--- src/rtl/rect_fill_writer.sv ---
// Rectangle draw engine for the 96x64 OLED framebuffer: clips one command to the
// screen and streams a write per covered pixel, either solid or 1-pixel outline.
module rect_fill_writer #(
    parameter int SCR_W  = 96,
    parameter int SCR_H  = 64,
    parameter int ADDR_W = 13
) (
    input  logic              clk,
    input  logic              reset,
    input  logic              cmd_valid,
    output logic              cmd_ready,
    input  logic [6:0]        cmd_x0,
    input  logic [6:0]        cmd_y0,
    input  logic [6:0]        cmd_w,
    input  logic [6:0]        cmd_h,
    input  logic [15:0]       cmd_color,
    input  logic              cmd_outline,
    output logic              wr_en,
    output logic [ADDR_W-1:0] wr_addr,
    output logic [15:0]       wr_data,
    input  logic              wr_ready,
    output logic              busy,
    output logic              done
);
    typedef enum logic [1:0] {S_IDLE, S_CLIP, S_WRITE, S_DONE} state_t;

    state_t state_q, state_d;

    logic [6:0]        x0_q, x0_d, y0_q, y0_d, w_q, w_d, h_q, h_d;
    logic [15:0]       color_q, color_d;
    logic              outline_q, outline_d;
    logic [6:0]        xe_q, xe_d, ye_q, ye_d;
    logic [6:0]        x_q, x_d, y_q, y_d;
    logic              wr_en_q, wr_en_d;
    logic [ADDR_W-1:0] wr_addr_q, wr_addr_d;
    logic [15:0]       wr_data_q, wr_data_d;

    logic [7:0] x_sum, y_sum;
    logic [6:0] xe_clip, ye_clip;
    logic       clip_empty;
    logic       last_col, last_row, edge_row;

    function automatic logic [ADDR_W-1:0] pix_addr(input logic [6:0] y, input logic [6:0] x);
        pix_addr = ADDR_W'(y) * ADDR_W'(SCR_W) + ADDR_W'(x);
    endfunction

    // 8-bit sums so x0+w cannot wrap before being clamped to the screen edge.
    always_comb begin
        x_sum      = {1'b0, x0_q} + {1'b0, w_q};
        y_sum      = {1'b0, y0_q} + {1'b0, h_q};
        xe_clip    = (x_sum > 8'(SCR_W)) ? 7'(SCR_W) : x_sum[6:0];
        ye_clip    = (y_sum > 8'(SCR_H)) ? 7'(SCR_H) : y_sum[6:0];
        clip_empty = (x0_q >= 7'(SCR_W)) || (y0_q >= 7'(SCR_H)) ||
                     (w_q == 7'd0) || (h_q == 7'd0);
    end

    always_comb begin
        last_col = (x_q == xe_q - 7'd1);
        last_row = (y_q == ye_q - 7'd1);
        edge_row = (y_q == y0_q) || last_row;
    end

    always_ff @(posedge clk) begin
        if (reset) state_q <= S_IDLE;
        else       state_q <= state_d;
    end

    always_comb begin
        state_d = state_q;
        case (state_q)
            S_IDLE:  if (cmd_valid) state_d = S_CLIP;
            S_CLIP:  state_d = clip_empty ? S_DONE : S_WRITE;
            S_WRITE: if (wr_ready && last_col && last_row) state_d = S_DONE;
            S_DONE:  state_d = S_IDLE;
            default: state_d = S_IDLE;
        endcase
    end

    always_comb begin
        cmd_ready = (state_q == S_IDLE);
        busy      = (state_q != S_IDLE);
        done      = (state_q == S_DONE);
    end

    always_comb begin
        x0_d      = x0_q;
        y0_d      = y0_q;
        w_d       = w_q;
        h_d       = h_q;
        color_d   = color_q;
        outline_d = outline_q;
        xe_d      = xe_q;
        ye_d      = ye_q;
        x_d       = x_q;
        y_d       = y_q;
        wr_en_d   = wr_en_q;
        wr_addr_d = wr_addr_q;
        wr_data_d = wr_data_q;
        case (state_q)
            S_IDLE: begin
                if (cmd_valid) begin
                    x0_d      = cmd_x0;
                    y0_d      = cmd_y0;
                    w_d       = cmd_w;
                    h_d       = cmd_h;
                    color_d   = cmd_color;
                    outline_d = cmd_outline;
                end
            end
            S_CLIP: begin
                xe_d = xe_clip;
                ye_d = ye_clip;
                x_d  = x0_q;
                y_d  = y0_q;
                if (!clip_empty) begin
                    wr_en_d   = 1'b1;
                    wr_addr_d = pix_addr(y0_q, x0_q);
                    wr_data_d = color_q;
                end
            end
            S_WRITE: begin
                if (wr_ready) begin
                    if (last_col) begin
                        if (last_row) begin
                            wr_en_d = 1'b0;
                        end else begin
                            x_d = x0_q;
                            y_d = y_q + 7'd1;
                        end
                    end else if (outline_q && !edge_row && (x_q == x0_q)) begin
                        // Interior outline rows only touch the left and right edge columns.
                        x_d = xe_q - 7'd1;
                    end else begin
                        x_d = x_q + 7'd1;
                    end
                    wr_addr_d = pix_addr(y_d, x_d);
                end
            end
            default: wr_en_d = 1'b0;
        endcase
    end

    always_ff @(posedge clk) begin
        if (reset) begin
            x0_q      <= '0;
            y0_q      <= '0;
            w_q       <= '0;
            h_q       <= '0;
            color_q   <= '0;
            outline_q <= 1'b0;
            xe_q      <= '0;
            ye_q      <= '0;
            x_q       <= '0;
            y_q       <= '0;
            wr_en_q   <= 1'b0;
            wr_addr_q <= '0;
            wr_data_q <= '0;
        end else begin
            x0_q      <= x0_d;
            y0_q      <= y0_d;
            w_q       <= w_d;
            h_q       <= h_d;
            color_q   <= color_d;
            outline_q <= outline_d;
            xe_q      <= xe_d;
            ye_q      <= ye_d;
            x_q       <= x_d;
            y_q       <= y_d;
            wr_en_q   <= wr_en_d;
            wr_addr_q <= wr_addr_d;
            wr_data_q <= wr_data_d;
        end
    end

    assign wr_en   = wr_en_q;
    assign wr_addr = wr_addr_q;
    assign wr_data = wr_data_q;

endmodule

--- config.mk ---
export PLATFORM = sky130hd
export DESIGN_NAME = rect_fill_writer
export DESIGN_NICKNAME = d
export VERILOG_FILES = /design/src/rtl/rect_fill_writer.sv
export SDC_FILE = /design/constraint.sdc
export NUM_CORES = 1
export LEC_CHECK = 0
export BUFFER_PORTS_ARGS = -buffer_cell sky130_fd_sc_hd__buf_4
export CELL_PAD_IN_SITES_DETAIL_PLACEMENT = 0
export CELL_PAD_IN_SITES_GLOBAL_PLACEMENT = 1
export CORE_MARGIN = 2
export CORE_UTILIZATION = 44
export CTS_CLUSTER_DIAMETER = 60
export DETAILED_ROUTE_END_ITERATION = 8
export PLACE_DENSITY = 0.81
export REMOVE_ABC_BUFFERS = 1
export SYNTH_ARGS = -nofsm -noshare
export SYNTH_HDL_FRONTEND = slang
export SYNTH_SLANG_ARGS = --single-unit
export TNS_END_PERCENT = 30
--- constraint.sdc ---
create_clock -name clk -period 5.2 [get_ports clk]
set_input_delay 0 -clock clk [delete_from_list [all_inputs] [get_ports clk]]
set_output_delay 0 -clock clk [all_outputs]
set_load 0.05 [all_outputs]
==> results of run 1 <==
-- flip-flops by register name, indices dropped and copies added, names as in the netlist, 2 cells and up --
register  cells
w_q           7
wr_addr      13
ye_q          7
xe_q          7
y_q           7
y0_q          7
x0_q          7
state_q       2
color_q      16
x_q           7
h_q           7
wr_data      16
-- what timing repair did --
item | CTS | global route
hold buffers | 45 | 0
buffers inserted | 0 | 0
hold endpoints to repair | 45 | 0
-- layer usage --
metal,up-vias,share of wire (%),track usage [%],routed length (µm)
li1,3144,-,-,-
met1,2836,48,30.4,8490
met2,155,45,36.7,8050
met3,13,6.3,5.47,1130
met4,0,1.0,5.37,179
met5,-,0,0,0
-- power by group through the flow --
stage | combinational, W | sequential [W] | clock [W]
detailed placement | 0.00189 | 0.00121 | 0
global placement | 0.00189 | 0.00121 | 0
global route | 0.00212 | 0.00123 | 0.000728
finish | 0.00191 | 0.00119 | 0.000680
floorplan | 0.00126 | 0.00129 | 0
CTS | 0.00193 | 0.00119 | 0.000701
-- worst register-to-register path, stage by stage (launching register included) --
cell	delay (ns)
dfxtp_1	0.35
inv_1	0.09
ha_1	0.29
xnor3_1	0.24
and3_1	0.21
o21ai_4	0.19
a2111o_1	0.39
nand2_2	0.27
a21oi_1	0.31
inv_1	0.07
ha_1	0.23
ha_1	0.19
a41o_1	0.23
o31ai_2	0.26
a21oi_2	0.13
and4_4	0.21
or3_1	0.36
a311o_1	0.29
o221ai_2	0.06
-- logic make-up (layout without fill, tap and decap cells) --
logic type / Yosys count / count (layout) / synth area share (%)
AND/OR/NAND/NOR: 321 / 321 / 22.2
AO/OA/AOI/OAI: 200 / 200 / 19.7
flip-flops: 105 / 105 / 31.1
buffers and inverters: 92 / 192 / 5.49
XOR/XNOR: 69 / 69 / 9.36
adder cells (fa/ha/maj): 42 / 42 / 8.32
multiplexers: 26 / 26 / 3.87
-- final cells by class --
cell class	count	area [µm²]	area share [%]
Multi-Input combinational cell	658	4300	52.3
Clock buffer	9	225	2.74
Timing Repair Buffer	136	1130	13.8
Inverter	40	150	1.83
Sequential cell	105	2100	25.6
Clock inverter	7	73.8	0.898
Tap cell	188	235	2.86
-- cell usage after synthesis (3+ instances only) --
library cell  instances  area, µm²
nand4_1               6       37.5
buf_2                 6       30.0
a22oi_1               6       45.0
nor2b_1              11       68.8
o211ai_1              6       45.0
o31ai_1               3       22.5
nor4_1                4       25.0
inv_1                39        146
or2_2                 4       25.0
o21bai_1              6       45.0
nand3_1               9       45.0
a21oi_1              90        450
a2bb2oi_1             4       35.0
a21o_1                7       52.6
or3_1                 4       25.0
a211oi_1             16        120
nand2_1             137        514
fa_1                  5        100
xnor2_1              42        368
o22ai_1               4       25.0
mux2i_1              25        250
o21ai_0              19       95.1
clkbuf_1             42        158
and2_1                6       37.5
a31oi_1               4       25.0
nor2_1               85        319
o311a_1               3       30.0
dfxtp_1             105       2100
xor2_1               24        210
buf_4                 3       22.5
ha_1                 37        463
nor3_1               23        115
o21a_1                3       22.5
nand2b_1              9       56.3
-- worst paths after layout --
kind / start / endpoint
worst max-delay path: ye_q[0]$_SDFFE_PP0P_ / wr_addr[12]$_SDFFE_PP0P_
worst max register to register: ye_q[0]$_SDFFE_PP0P_ / wr_addr[12]$_SDFFE_PP0P_
worst min-delay path: reset / wr_data[10]$_SDFFE_PP0P_
worst min register to register: color_q[14]$_SDFFE_PP0P_ / color_q[14]$_SDFFE_PP0P_
-- through the flow --
| step | util, % | hold slack [ns] | std cells |
|---|---|---|---|
| global placement | 49.5 | 0.250 | 1082 |
| detailed placement | 49.5 | 0.256 | 1082 |
| global route | 54.5 | 0.203 | 1143 |
| floorplan | - | 0.0691 | 803 |
| finish | 54.5 | 0.172 | 1143 |
| CTS | 54.5 | 0.177 | 1143 |
==> metrics.log, run 1 <==
INFO  metric synth_enable_flop_cells = 0
INFO  metric pwr_density_cell = 461 nW/µm²
INFO  metric setup_viol_count_final = 0
INFO  metric maximum_fanout_encountered_on_the_critical_timing_path = 12
INFO  metric insertedDiodeCount = 0
INFO  metric result_of_the_run = completed
INFO  metric critical_path.endpoint_type = register
INFO  metric detail_route.wl_per_cell = 15.6 µm
INFO  metric worst_pin_slew = 1.03 ns
INFO  metric cellInternalPower = 0.00206 W
INFO  metric die_area = 16400 µm²
INFO  metric fmax = 0.226 GHz
INFO  metric clockPowerShare = 18.0%
INFO  metric timing_hold_violations_final = 0
INFO  metric final_common_cell = nand2_1
INFO  metric total_power = 0.00379 W
INFO  metric worst-r2r-cell-count = 18
INFO  metric first_pass_grt_wire_length = 29.9 mm
INFO  metric power.static_leakage = 3.48 nW
INFO  metric number_of_buffers_and_inverters_on_the_critical_path = 2
INFO  metric number_of_antenna_violations_at_the_first_check_in_global_routing = 0
INFO  metric post_synth.cell_area_avg = 7.91 µm²
INFO  metric comb_power_share = 50.5%
INFO  metric drive_above_1_share = 14.3%
INFO  metric groute.usage.overall = 22.6%
INFO  metric finalNetCount = 1041
INFO  metric final-max-slew-violation-count = 0
INFO  metric syn-instance-count = 855
INFO  metric place.gp.congestion = 0.878
INFO  metric clock_tree.root_cell = clkbuf_16
INFO  metric core_area = 15100 µm²
INFO  metric rows = 45
INFO  metric place.port_buffers = 81
INFO  metric drt_first_iter_violations = 295
INFO  metric drtPass1Iterations = 5
INFO  metric pwr-share-seq = 31.5%
INFO  metric cts.htree.levels = 3
INFO  metric timing.hold.worst.class = input port to register
INFO  metric max-vdd-ir-drop = 0.000289 V
INFO  metric fin_crit_sh = 85.2%
INFO  metric cts.clk_slew.worst_paths = 0.08 ns
INFO  metric min_path_cells = 2
INFO  metric most-common-layout-cells = nand2_1, dfxtp_1, buf_4, a21oi_1, nor2_1
INFO  metric remaining_drc_errors = 0
INFO  metric routed_via_density = 5.38
INFO  metric finalWorstPathRequiredPeriod = 4.43 ns
INFO  metric synth-seq-cells = 105
INFO  metric cts-resized-gates = 0
INFO  metric synth_sequential_area_ratio = 31.1%
INFO  metric initial_core_util = 44.8%
INFO  metric final_design_area_no_fill = 8220 µm²
INFO  metric cp-start-kind = register
INFO  metric number_of_global_route_vias_before_repair = 5982
INFO  metric dp_hpwl = 12.8 mm
INFO  metric critical_path.max_stage_delay = 0.39 ns
INFO  metric route.antenna.remaining_nets = 0
INFO  metric clk_lat_worst_skew = 0.36 ns
INFO  metric synth_flop_cell = dfxtp_1
INFO  metric grt_max_degree = 70
INFO  metric postPlaceCellArea = 7470 µm²
INFO  metric cts_tree = built
INFO  metric final_critical_path_setup_slack = 0.769 ns
INFO  metric cts-buffers-inserted = 9
INFO  metric io_pins = 82
INFO  metric max_cap_viol_count = 0
INFO  metric sw_frac_of_total = 45.7%
INFO  metric setup_repair_after_global_routing_missed_its_margin = no
INFO  metric synth_async_sr_flop_share = 0%
INFO  metric clock-skew-final = 0.00911 ns
INFO  metric critical_path_cell_count = 18
INFO  metric slew_headroom = 30.9%
INFO  metric critical_path_most_common_cell = ha_1
INFO  metric global_route.overflow_total = 0
INFO  metric crit_path_cell_trace = inv_1 -> ha_1 -> xnor3_1 -> and3_1 -> o21ai_4 -> a2111o_1 -> nand2_2 -> a21oi_1 -> inv_1 -> ha_1 -> ha_1 -> a41o_1 -> o31ai_2 -> a21oi_2 -> and4_4 -> or3_1 -> a311o_1 -> o221ai_2
INFO  metric wl = 17.8 mm
INFO  metric yosysWarningCount = 0
INFO  metric rrSetupSlack = 0.77 ns
INFO  metric areaGrowthSynthToFinish = 21.5%
INFO  metric critPathSlowestCell = a2111o_1
INFO  metric cts.sink_count = 105
INFO  metric clk_path_buf_depth = 2
INFO  metric cpLargestDelayFamily = compound AO/OA/AOI/OAI gates
INFO  metric placement.setup.worst_slack = 0.868 ns
INFO  metric dieHeight = 128 µm
INFO  metric worst_ep_arrival_time = 4.71 ns
INFO  metric vias = 6148
INFO  metric total_switching_power = 0.00173 W
INFO  metric total_negative_setup_slack = 0 ns
INFO  metric die_width = 128 µm
INFO  metric yosysUniqueCellTypes = 80
INFO  metric layout_filler_cell_count = 1468
INFO  metric synth.cell_area = 6770 µm²
INFO  metric cp_data_required_time = 5.48 ns
INFO  metric worstSetupPathType = register to register
(Power assumes the default switching activity.)
==> run 2: changes to the inputs <==
- CORE_UTILIZATION: 44 -> 33
- GPL_ROUTABILITY_DRIVEN: default -> 1
- PLACE_DENSITY: 0.81 -> 0.64
- clock period: 5.2 -> 4.92 ns (I/O delays scaled with it)
==> metrics.log, run 2 (synthesis results as in run 1) <==
INFO  metric maximum_fanout_encountered_on_the_critical_timing_path = 12 (unchanged)
INFO  metric place.port_buffers = 81 (unchanged)
INFO  metric worst_pin_slew = 1.09 ns (+0.0592 ns)
INFO  metric areaGrowthSynthToFinish = 23.8%
INFO  metric remaining_drc_errors = 0 (unchanged)
INFO  metric worstSetupPathType = register to register
INFO  metric most-common-layout-cells = nand2_1, dfxtp_1, buf_4, a21oi_1, nor2_1
INFO  metric die_width = 147 µm (+15%)
INFO  metric timing.critical_path.from = ye_q[0]$_SDFFE_PP0P_
INFO  metric critPathCapture = wr_addr[12]$_SDFFE_PP0P_
INFO  metric worst_ep_arrival_time = 4.67 ns (-0.04 ns)
INFO  metric rows = 52 (+16%)
INFO  metric cts-buffers-inserted = 9 (unchanged)
INFO  metric cts-resized-gates = 0 (unchanged)
INFO  metric cts_tree = built
INFO  metric fin_crit_sh = 89.3% (+4.1 points)
INFO  metric number_of_buffers_and_inverters_on_the_critical_path = 2 (unchanged)
INFO  metric cp-start-kind = register
INFO  metric final_common_cell = nand2_1
INFO  metric utilization_after_layout = 41.5% (-13 points)
INFO  metric cp_data_required_time = 5.20 ns (-0.28 ns)
INFO  metric r2r_end = wr_addr[12]$_SDFFE_PP0P_
INFO  metric dp_hpwl = 13.6 mm (+5.8%)
INFO  metric routed_via_density = 4.88 (-9.2%)
INFO  metric critPathSlowestCell = a2111o_1
INFO  metric die_area = 21700 µm² (+32%)
INFO  metric finalWorstPathRequiredPeriod = 4.39 ns (-0.0388 ns)
INFO  metric power.static_leakage = 3.53 nW (+1.4%)
INFO  metric setup_viol_count_final = 0 (unchanged)
INFO  metric max-vdd-ir-drop = 0.000184 V (-36%)
INFO  metric vias = 6022 (-2.0%)
INFO  metric pwr_density_cell = 485 nW/µm² (+5.2%)
INFO  metric finalNetCount = 1049 (+0.77%)
INFO  metric insertedDiodeCount = 0 (unchanged)
INFO  metric fmax = 0.228 GHz (+0.88%)
INFO  metric global_route.overflow_total = 0 (unchanged)
INFO  metric route.antenna.remaining_nets = 0 (unchanged)
INFO  metric rrSetupSlack = 0.53 ns (-0.24 ns)
INFO  metric result_of_the_run = completed
INFO  metric critical_path.reg2reg.startpoint = ye_q[0]$_SDFFE_PP0P_
INFO  metric crit_path_cell_trace = inv_1 -> ha_1 -> xnor3_1 -> and3_1 -> o21ai_4 -> a2111o_1 -> nand2_2 -> a21oi_1 -> inv_1 -> ha_1 -> ha_1 -> a41o_1 -> o31ai_2 -> a21oi_2 -> and4_4 -> or3_1 -> a311o_1 -> o221ai_2
INFO  metric timing.hold.worst.class = input port to register
INFO  metric groute.usage.overall = 17.8% (-4.8 points)
INFO  metric cts.clk_slew.worst_paths = 0.08 ns (about the same)
INFO  metric placement.setup.worst_slack = 0.578 ns (-0.289 ns)
INFO  metric grt_max_degree = 63 (-10%)
INFO  metric max_cap_viol_count = 0 (unchanged)
INFO  metric critical_path.max_stage_delay = 0.43 ns (+0.04 ns)
INFO  metric initial_core_util = 33.5% (-11 points)
INFO  metric first_pass_grt_wire_length = 31.2 mm (+4.5%)
INFO  metric critical_path_most_common_cell = ha_1
INFO  metric setup_repair_after_global_routing_missed_its_margin = no
INFO  metric place.gp.congestion = 0.889 (+1.3%)
INFO  metric total_negative_setup_slack = 0 ns (unchanged)
INFO  metric drtPass1Iterations = 4 (-1)
INFO  metric cts.sink_count = 105 (unchanged)
INFO  metric cpLargestDelayFamily = compound AO/OA/AOI/OAI gates
INFO  metric final_critical_path_setup_slack = 0.527 ns (-0.241 ns)
INFO  metric clk_lat_worst_skew = 0.37 ns (about the same)
INFO  metric worst-r2r-cell-count = 18 (unchanged)
INFO  metric io_pins = 82 (unchanged)
INFO  metric critical_path.endpoint_type = register
INFO  metric drive_above_1_share = 15.0% (+0.61 points)
INFO  metric number_of_antenna_violations_at_the_first_check_in_global_routing = 0 (unchanged)
INFO  metric timing_hold_violations_final = 0 (unchanged)
INFO  metric cts.htree.levels = 3 (unchanged)
INFO  metric dieHeight = 147 µm (+15%)
INFO  metric slew_headroom = 26.9% (-4.0 points)
INFO  metric drt_first_iter_violations = 385 (+31%)
INFO  metric critical_path_cell_count = 18 (unchanged)
INFO  metric final-max-slew-violation-count = 0 (unchanged)
INFO  metric detail_route.wl_per_cell = 15.1 µm (-3.1%)
INFO  metric clock-skew-final = 0.0137 ns (+0.00462 ns)
INFO  metric clk_path_buf_depth = 2 (unchanged)
INFO  metric wl = 18.7 mm (+4.6%)
INFO  metric number_of_global_route_vias_before_repair = 5972 (-0.17%)
INFO  metric core_area = 20200 µm² (+34%)
INFO  metric clock_tree.root_cell = clkbuf_16
-- run 2: cell types whose count changed in the layout (fill, tap and decap cells not counted) --
cell	delta
buf_4	+8
clkbuf_1	+1
clkinv_4	-1
clkinv_8	-1
clkinvlp_4	-2
inv_6	+1
inv_8	+2
-- run 2: stage by stage --
stage | std cells | power [W] | hold slack [ns] | cell area [µm²]
6_report | 1233 | 0.00406 | 0.0695 | 8380
5_1_grt | 1233 | 0.00439 | 0.0936 | 8380
4_1_cts | 1233 | 0.00412 | 0.0760 | 8380
3_5_place_dp | 1172 | 0.00333 | 0.255 | 7630
3_3_place_gp | 1172 | 0.00334 | 0.250 | 7630
2_1_floorplan | 803 | 0.00270 | 0.0691 | 6540
-- run 2: what timing repair did --
| item | CTS | global route |
|---|---|---|
| hold buffers | 45 | 0 |
| setup buffers | 0 | 0 |
| endpoints found under the hold margin | 45 | 0 |
-- run 2: final cells by class --
| cell class | instances | area (µm²) |
|---|---|---|
| multi-input cells | 658 | 4300 |
| clock inverters | 6 | 65.1 |
| clock buffers | 10 | 229 |
| fillers | 2174 | 11800 |
| flip-flops and latches | 105 | 2100 |
| well taps | 270 | 338 |
| inverters | 40 | 150 |
| repair buffers | 144 | 1190 |
-- run 2: worst register-to-register path, cell delays in order (launching register included) --
cell and delay, ns:
dfxtp_1 0.35, inv_1 0.09, ha_1 0.28, xnor3_1 0.24, and3_1 0.21, o21ai_4 0.18, a2111o_1 0.43, nand2_2 0.27
a21oi_1 0.30, inv_1 0.07, ha_1 0.23, ha_1 0.19, a41o_1 0.23, o31ai_2 0.21, a21oi_2 0.11, and4_4 0.20
or3_1 0.36, a311o_1 0.29, o221ai_2 0.06
-- run 2: how the worst min path moves through the flow --
stage	start	to	slack [ns]	cells past startpoint
after floorplan	reset	color_q[0]$_SDFFE_PP0P_	0.07	1
after global placement	cmd_color[6]	color_q[6]$_SDFFE_PP0P_	0.25	3
after detailed placement	cmd_color[1]	color_q[1]$_SDFFE_PP0P_	0.25	3
after CTS	reset	wr_data[4]$_SDFFE_PP0P_	0.08	2
after global routing	reset	wr_data[4]$_SDFFE_PP0P_	0.09	2
final	reset	wr_data[4]$_SDFFE_PP0P_	0.07	2
-- run 2: per-layer routing --
layer / global-route usage [%] / up-vias / part of all wire [%]
li1: - / 3153 / -
met1: 24.3 / 2744 / 50
met2: 29.3 / 118 / 44
met3: 4.38 / 7 / 5.1
met4: 2.45 / 0 / 0.58
met5: 0 / - / 0
-- run 2: where the power goes --
group          internal (W)  switching [W]  leakage, nW
Combinational      0.000807        0.00127         2.53
Clock              0.000362       0.000382        0.145
Sequential          0.00103       0.000209        0.856
